File: src/rtl/game_pkg.sv
// Shared definitions for the game timing blocks: round-timer states and
// the constants common to the tick generator and the countdown.
package game_pkg;

  typedef enum logic [1:0] {
    IDLE  = 2'd0,
    RUN   = 2'd1,
    PAUSE = 2'd2,
    DONE  = 2'd3
  } state_t;

  localparam int unsigned MAX_SEC     = 99;
  localparam int unsigned TICK_PERIOD = 100_000_000;

endpackage

File: src/rtl/bin2bcd99.sv
// Combinational 0..99 binary to two BCD digits; inputs above 99 show 99.
module bin2bcd99
  import game_pkg::*;
(
  input  logic [6:0] bin,
  output logic [3:0] tens,
  output logic [3:0] ones
);

  logic [6:0] val;
  logic [6:0] q;
  logic [6:0] r;

  always_comb begin
    val  = (bin > 7'(MAX_SEC)) ? 7'(MAX_SEC) : bin;
    q    = val / 7'd10;
    r    = val % 7'd10;
    tens = q[3:0];
    ones = r[3:0];
  end

endmodule

File: src/rtl/game_countdown.sv
// Round countdown timer: consumes the 1 s tick, supports pause, restart and
// saturating bonuses, and drives registered BCD digits plus status flags.
module game_countdown
  import game_pkg::*;
#(
  parameter int unsigned START_SEC = 60,
  parameter int unsigned BONUS_SEC = 5,
  parameter int unsigned WARN_SEC  = 10
) (
  input  logic       clk,
  input  logic       rst,
  input  logic       tick_1s,
  input  logic       start,
  input  logic       pause,
  input  logic       bonus,
  output logic [3:0] sec_tens,
  output logic [3:0] sec_ones,
  output logic       running,
  output logic       paused,
  output logic       warn,
  output logic       done,
  output logic       timeout
);

  state_t     state_q, state_d;
  logic [6:0] rem_q, rem_d;
  logic [7:0] bonus_sum;
  logic [7:0] tick_bonus_sum;
  logic [6:0] rem_bonus;
  logic [6:0] rem_tick_bonus;
  logic [3:0] tens_d, ones_d;
  logic       warn_q, timeout_q;

  // Both sums are at most 198, so 8 bits never wrap before saturation.
  always_comb begin
    bonus_sum      = {1'b0, rem_q} + 8'(BONUS_SEC);
    tick_bonus_sum = bonus_sum - 8'd1;
    rem_bonus      = (bonus_sum > 8'(MAX_SEC)) ? 7'(MAX_SEC) : bonus_sum[6:0];
    rem_tick_bonus = (tick_bonus_sum > 8'(MAX_SEC)) ? 7'(MAX_SEC) : tick_bonus_sum[6:0];
  end

  always_comb begin
    state_d = state_q;
    rem_d   = rem_q;
    unique case (state_q)
      IDLE: begin
        rem_d = '0;
        if (start) begin
          state_d = RUN;
          rem_d   = 7'(START_SEC);
        end
      end
      RUN: begin
        if (start) begin
          rem_d = 7'(START_SEC);
        end else if (pause) begin
          // Pause wins over a coincident tick; a bonus still counts.
          state_d = PAUSE;
          if (bonus) rem_d = rem_bonus;
        end else if (tick_1s && bonus) begin
          rem_d = rem_tick_bonus;
        end else if (tick_1s) begin
          if (rem_q > 7'd1) begin
            rem_d = rem_q - 7'd1;
          end else begin
            rem_d   = '0;
            state_d = DONE;
          end
        end else if (bonus) begin
          rem_d = rem_bonus;
        end
      end
      PAUSE: begin
        if (start) begin
          state_d = RUN;
          rem_d   = 7'(START_SEC);
        end else begin
          if (!pause) state_d = RUN;
          if (bonus)  rem_d   = rem_bonus;
        end
      end
      DONE: begin
        rem_d = '0;
        if (start) begin
          state_d = RUN;
          rem_d   = 7'(START_SEC);
        end
      end
      default: begin
        state_d = IDLE;
        rem_d   = '0;
      end
    endcase
  end

  bin2bcd99 u_bcd (
    .bin  (rem_d),
    .tens (tens_d),
    .ones (ones_d)
  );

  always_ff @(posedge clk) begin
    if (rst) begin
      state_q   <= IDLE;
      rem_q     <= '0;
      sec_tens  <= '0;
      sec_ones  <= '0;
      warn_q    <= 1'b0;
      timeout_q <= 1'b0;
    end else begin
      state_q   <= state_d;
      rem_q     <= rem_d;
      sec_tens  <= tens_d;
      sec_ones  <= ones_d;
      warn_q    <= ((state_d == RUN) || (state_d == PAUSE)) && (rem_d <= 7'(WARN_SEC));
      timeout_q <= (state_d == DONE) && (state_q != DONE);
    end
  end

  assign running = (state_q == RUN);
  assign paused  = (state_q == PAUSE);
  assign done    = (state_q == DONE);
  assign warn    = warn_q;
  assign timeout = timeout_q;

endmodule

File: config.mk
export PLATFORM = sky130hd
export DESIGN_NAME = game_countdown
export DESIGN_NICKNAME = d
export VERILOG_FILES = /design/src/rtl/game_pkg.sv /design/src/rtl/bin2bcd99.sv /design/src/rtl/game_countdown.sv
export SDC_FILE = /design/constraint.sdc
export NUM_CORES = 1
export LEC_CHECK = 0
export BUFFER_PORTS_ARGS = -buffer_cell sky130_fd_sc_hd__buf_2
export CORE_ASPECT_RATIO = 1.75
export CORE_MARGIN = 2
export CORE_UTILIZATION = 39
export DETAILED_ROUTE_END_ITERATION = 7
export HOLD_SLACK_MARGIN = 0.08
export SLEW_MARGIN = 5
export SYNTH_ARGS = -nofsm -noshare
export SYNTH_HDL_FRONTEND = slang
export SYNTH_HIERARCHICAL = 1
export SYNTH_SLANG_ARGS = --single-unit
export TNS_END_PERCENT = 100
File: constraint.sdc
create_clock -name clk -period 7.1 [get_ports clk]
set_input_delay 1.42 -clock clk [delete_from_list [all_inputs] [get_ports clk]]
set_output_delay 1.42 -clock clk [all_outputs]
set_load 0.03 [all_outputs]
# Word-level counts from Yosys, hierarchy flattened

Cells that the tools add are included.

Register bits: 19
Output and inout port bits: 13
Bits of input ports: 6

Divide/modulo/power cells: 2
Equality and inequality tests: 7
Add/subtract/negate cells: 3
Multiplexer cells: 21
Order comparisons: 5
Reduce and logical (&&, ||, !) cells: 6

Operators by type and width:

| kind                | number |
|---|---|
| $mux 7              | 10 |
| $pmux 7 s3          | 1 |
| $gt 8x7->1 const B  | 2 |
| $mux 2              | 8 |
| $add 7x3->8 const B | 1 |
| $eq 2x2->1 const B  | 4 |
| $sub 8x1->8 const B | 1 |
| $div 7x4->7 const B | 1 |
| $gt 7x1->1 const B  | 1 |
| $gt 7x7->1 const B  | 1 |
| $le 7x4->1 const B  | 1 |
| $mod 7x4->7 const B | 1 |
| $sub 7x1->7 const B | 1 |
| $mux 6              | 1 |
| $pmux 2 s3          | 1 |
| $eq 2x1->1 const B  | 2 |
| $logic_and 1x1->1   | 3 |
| $logic_not 2->1     | 1 |
| $ne 2x2->1 const B  | 1 |
| $reduce_or 2->1     | 1 |
| $logic_or 1x1->1    | 1 |

# Logic depth before layout (Yosys ltp)

Depth in word-level cells: 12
Mapped depth: 29
Depth with buffers taken out: 26

# Modules after synthesis

Netlist, hierarchy kept.

Modules (own cells, without submodules):

| module         | instances | area each (sq um) | cells an instance |
|---|---|---|---|
| game_countdown | 1         | 1719.1            | 214 |
| bin2bcd99      | 1         | 646.9             | 91 |

# Least setup slack after synthesis

Ideal clock, no wire load.

Kind: in2reg
Start point: input bonus
End point: register sec_ones[2]
Buffers on the path: 3
Data required time: 6.972 ns
Library setup time: 0.128 ns
Path slack: 1.145 ns
Arrival time: 5.827 ns
Stages on the path: 26
Cell sequence: clkbuf_1 -> clkinv_1 -> a31o_2 -> a21o_1 -> a2111oi_2 -> nor3_1 -> o21ai_2 -> buf_2 -> inv_1 -> a21oi_1 -> ha_1 -> buf_2 -> nand3_1 -> o21a_1 -> o21ai_0 -> ha_1 -> nor2b_1 -> o31ai_1 -> o221ai_2 -> nor3_1 -> nor3_1 -> ha_1 -> a21o_1 -> o22ai_1 -> o21bai_1 -> nor2b_1

Cells in the longest elaborated chain, start to end: 9

RTL lines:

| what                 | RTL line                                                         | RTL |
|---|---|---|
| from (decl)          | game_countdown.sv:15                                             | `input logic bonus,` |
| $mux 7               | game_countdown.sv:59, game_countdown.sv:69, game_countdown.sv:79 |  |
| $mux 7               | game_countdown.sv:62                                             | `end else if (tick_1s) begin` |
| $mux 7               | game_countdown.sv:60                                             | `end else if (tick_1s && bonus) begin` |
| $mux 7               | game_countdown.sv:56                                             | `end else if (pause) begin` |
| $mux 7               | game_countdown.sv:54                                             | `if (start) begin` |
| $pmux 7 s3 *         | game_countdown.sv:45                                             | `unique case (state_q)` |
| net rem_d[4]         | game_countdown.sv:26                                             | `logic [6:0] rem_q, rem_d;` |
| $gt 7x7->1           | bin2bcd99.sv:15                                                  | `val = (bin > 7'(MAX_SEC)) ? 7'(MAX_SEC) : bin;` |
| $mux 7 *             | bin2bcd99.sv:15                                                  |  |
| $mod 7x4->7 *        | bin2bcd99.sv:17                                                  | `r = val % 7'd10;` |
| net ones_d[2]        | game_countdown.sv:31                                             | `logic [3:0] tens_d, ones_d;` |
| to (signal assigned) | game_countdown.sv:114                                            | `sec_ones <= ones_d;` |
| to (decl)            | game_countdown.sv:17                                             | `output logic [3:0] sec_ones,` |

Mark *: on every way through the listed nets, which the timed path passes. The rest lies on a longest branch.
A chain may end at the register's enable or synchronous reset.

# Worst setup path after layout

Ends and elaborated chain as after synthesis.

==> flow_metrics.tcl <==
set metrics [dict create \
    maxSlewViolCount 0 \
    arrival_ps 6360 \
    syn_nets 321 \
    power.share.switching_pct 48.0 \
    clock-sinks 19 \
    total_power_mw 0.711 \
    end_kind "flip-flop" \
    numCtsBuffers 3 \
    fmax_mhz 161 \
    multi_input_area_um2 1820 \
    cts_resized 0 \
    worstReg2RegEnd "sec_ones[2]" \
    worst_setup_hold_path_clk_slew_ps 70 \
    status "complete, no violations" \
    wirelength_um 6450 \
    avgSynthCellArea_um2 7.76 \
    routed-via-count 2281 \
    synthesis.yosys.warnings 6 \
    final_cell_area_um2 2510 \
    worst_slew_margin_pct 51.5 \
    finalCritPeriodShare_pct 87.7 \
    drt-initial-drc-count 92 \
    power_report.internal_total_mw 0.370 \
    dp_hpwl_um 5200 \
    worstPathRequired_ps 7240 \
    grt_remaining_overflow 0 \
    global_route.usage.total_pct 20.2 \
    worstReg2RegStart "rem_q[1]" \
    cts-root-to-sink-buffers 2 \
    storage_element_area_um2 380 \
    synthTopCellsByArea "dfxtp_1 (16%), ha_1 (5.3%), nor2b_1 (5.3%)" \
    cts_tree "built" \
    postSynthCellCount 305 \
    synth.ff_latch_count 19 \
    grt_pass1_vias 2195 \
    end_point_of_the_critical_path "sec_ones[2]" \
    nFillCells 666 \
    ioPinCount 19 \
    synthesis.area_um2 2370 \
    antenna_violating_nets_post_route 0 \
    drive_gt1_share_pct 19.4 \
    synth_enable_flop_cells 0 \
    fin_nets 327 \
    die-width_um 62.9 \
    place.gp.congestion 0.942 \
    clockPowerShare_pct 10.6 \
    hold_violations 0 \
    grt_max_degree 20 \
    cts_hold_repair.buffers 0 \
    crit_path_start_kind "input pin" \
    r2r_slack_ps 960 \
    die_area_um2 6730 \
    synth_seq_area_share_pct 16.1 \
    layout.core_utilization_pct 42.6 \
    share_seq_of_total_power_pct 21.5 \
    post_route_setup_tns_ps 0 \
    crit_path_start "bonus" \
    final-setup-viol-count 0 \
    cts-root-buf "clkbuf_8" \
    detail_route.vias_per_cell 5.88 \
    synthDominantAreaCellType "dfxtp_1" \
    drt_drc_violations_left 0 \
    clk_latency_ps 250 \
    peakVddDrop_mv 0.198 \
    tritonroute_pass_1_iters 5 \
    slowest_delay_ps 470 \
    skew_ps 4.52 \
    floorplan.initialDensity_pct 40.2 \
    worst_path_max_delay_cell "ha_1" \
    placedInstanceArea_um2 2460 \
    number_of_antenna_violations_at_the_first_check_in_global_routing 0 \
    async_reset_ff_share_pct 0 \
    htree_num_levels 1 \
    chipHeight_um 107 \
    gate_power_share_pct 68.0 \
    post-route-min-period_ps 6230 \
    synth_cell_type_count 73 \
    worst-setup-path-type "input pin to flip-flop" \
    synthDominantCellAreaShare_pct 16.1 \
    core_area_um2 5880 \
    power.switching_mw 0.341 \
    area_delta_synth_final_pct 5.98 \
    antenna_cells 0 \
    worstPathMaxFanout 16 \
    routed_wire_length_per_instance_um 16.6 \
    wire_length_of_the_first_global_routing_pass_um 10800 \
    ff2ff_path_depth 26 \
    grt_setup_unrepaired "false" \
    maxCapViolations 0 \
    timing.hold.worst.class "flip-flop to flip-flop" \
    tightestPinTransition_ps 726 \
    postCtsSetupBuffers 0 \
    placement_rows 37 \
    dominantRegCellSynth "dfxtp_1" \
    powerDensity_nw_per_um2 284 \
    power.leakage_nw 1.02 \
    port-buffer-count 18 \
]
## state kept, by name, indices dropped and copies added (netlist names)
| name | cells |
|---|---|
| sec_ones | 4 |
| warn | 1 |
| state_q | 2 |
| rem_q | 7 |
| timeout | 1 |
| sec_tens | 4 |
## routing by layer
layer  up-vias  global-route usage [%]  wire length, µm
met3        31                    1.57              131
met2        63                    37.2             3480
met5         -                       0                0
met4         0                    16.0              490
li1       1117                       -                -
met1      1070                    20.6             2350
## logic make-up after synthesis
kind of cell               Yosys count  share of synthesized area [%]
AOI/OAI and AO/OA                   89                           30.0
xor gates and xnor gates            14                           6.13
adders and majority gates           10                           5.29
buffers and inverters               34                           7.09
DFF                                 19                           16.1
muxes                                5                           2.33
and+or+nand+nor                    134                           33.1
## power by group through the flow
stage | registers (mW) | logic [mW] | clock network, mW
floorplan | 0.161 | 0.390 | 0
global placement | 0.155 | 0.479 | 0
detailed placement | 0.154 | 0.482 | 0
CTS | 0.152 | 0.485 | 0.0797
global route | 0.155 | 0.534 | 0.0830
finish | 0.153 | 0.483 | 0.0752
## placed cells by master (no fill, tap or decap), types with 10 or more instances in the layout
| master | instances |
|---|---|
| o21ai_0 | 10 |
| nor3_1 | 11 |
| buf_2 | 18 |
| a21oi_1 | 19 |
| nor2_1 | 29 |
| nor2b_1 | 20 |
| nand3_1 | 10 |
| inv_1 | 12 |
| nand2_1 | 19 |
| ha_1 | 10 |
| dfxtp_1 | 19 |
## cells in the mapped netlist, types with 2 or more instances
library cell  number
a21oi_1           19
buf_6              2
xnor2_2            2
o21ai_0           10
o32ai_1            2
nand2_1           19
mux2i_1            4
o21bai_1           4
a211o_1            3
and2b_1            2
dfxtp_1           19
nor3_2             3
nand4b_4           2
clkbuf_1           8
nand3b_1           2
nor2_1            29
o31ai_1            2
buf_2              5
nor2_2             2
o211ai_1           2
nand2b_1           9
inv_1             12
a2111oi_2          2
a211oi_2           4
nor2b_1           20
a31oi_1            4
a21o_1             5
a211oi_1           3
and2_1             6
ha_1              10
xnor2_1            9
nand3_1           10
nor4_1             3
o21ai_2            2
o21a_1             2
nor3_1            11
or2_2              2
buf_4              5
o22ai_1            4
nor3b_1            4
a22oi_1            3
and3_1             2
xor2_1             2
## final cells by class
| cell class | instances | share of cell area [%] |
|---|---|---|
| clock inverter | 1 | 0.200 |
| clock buffer | 3 | 1.65 |
| tap | 78 | 3.89 |
| multi-input combinational | 252 | 72.5 |
| sequential | 19 | 15.2 |
| timing repair buffer | 21 | 4.49 |
| inverter | 14 | 2.10 |
## per-stage QoR
stage / cells / hold slack (ps) / setup slack [ps]
2_1_floorplan: 305 / 631 / 1140
3_3_place_gp: 384 / 636 / 863
3_5_place_dp: 384 / 647 / 660
4_1_cts: 388 / 660 / 924
5_1_grt: 388 / 714 / 324
6_report: 388 / 654 / 875
## worst min path at each step
| stage | from | endpoint | slack, ps | cells past startpoint |
|---|---|---|---|---|
| floorplan | state_q[1] | state_q[1] | 630 | 3 |
| global placement | state_q[1] | timeout | 640 | 2 |
| detailed placement | state_q[1] | timeout | 650 | 2 |
| CTS | state_q[1] | timeout | 660 | 2 |
| global route | state_q[1] | timeout | 710 | 2 |
| finish | state_q[1] | timeout | 650 | 2 |
## worst max-delay path: cells and delay by family
kind	cells	cell delay [ps]
simple gates	6	850
compound gates	12	2150
buf+inv	4	870
fa+ha+maj	3	1070
(Power assumes the default switching activity.)
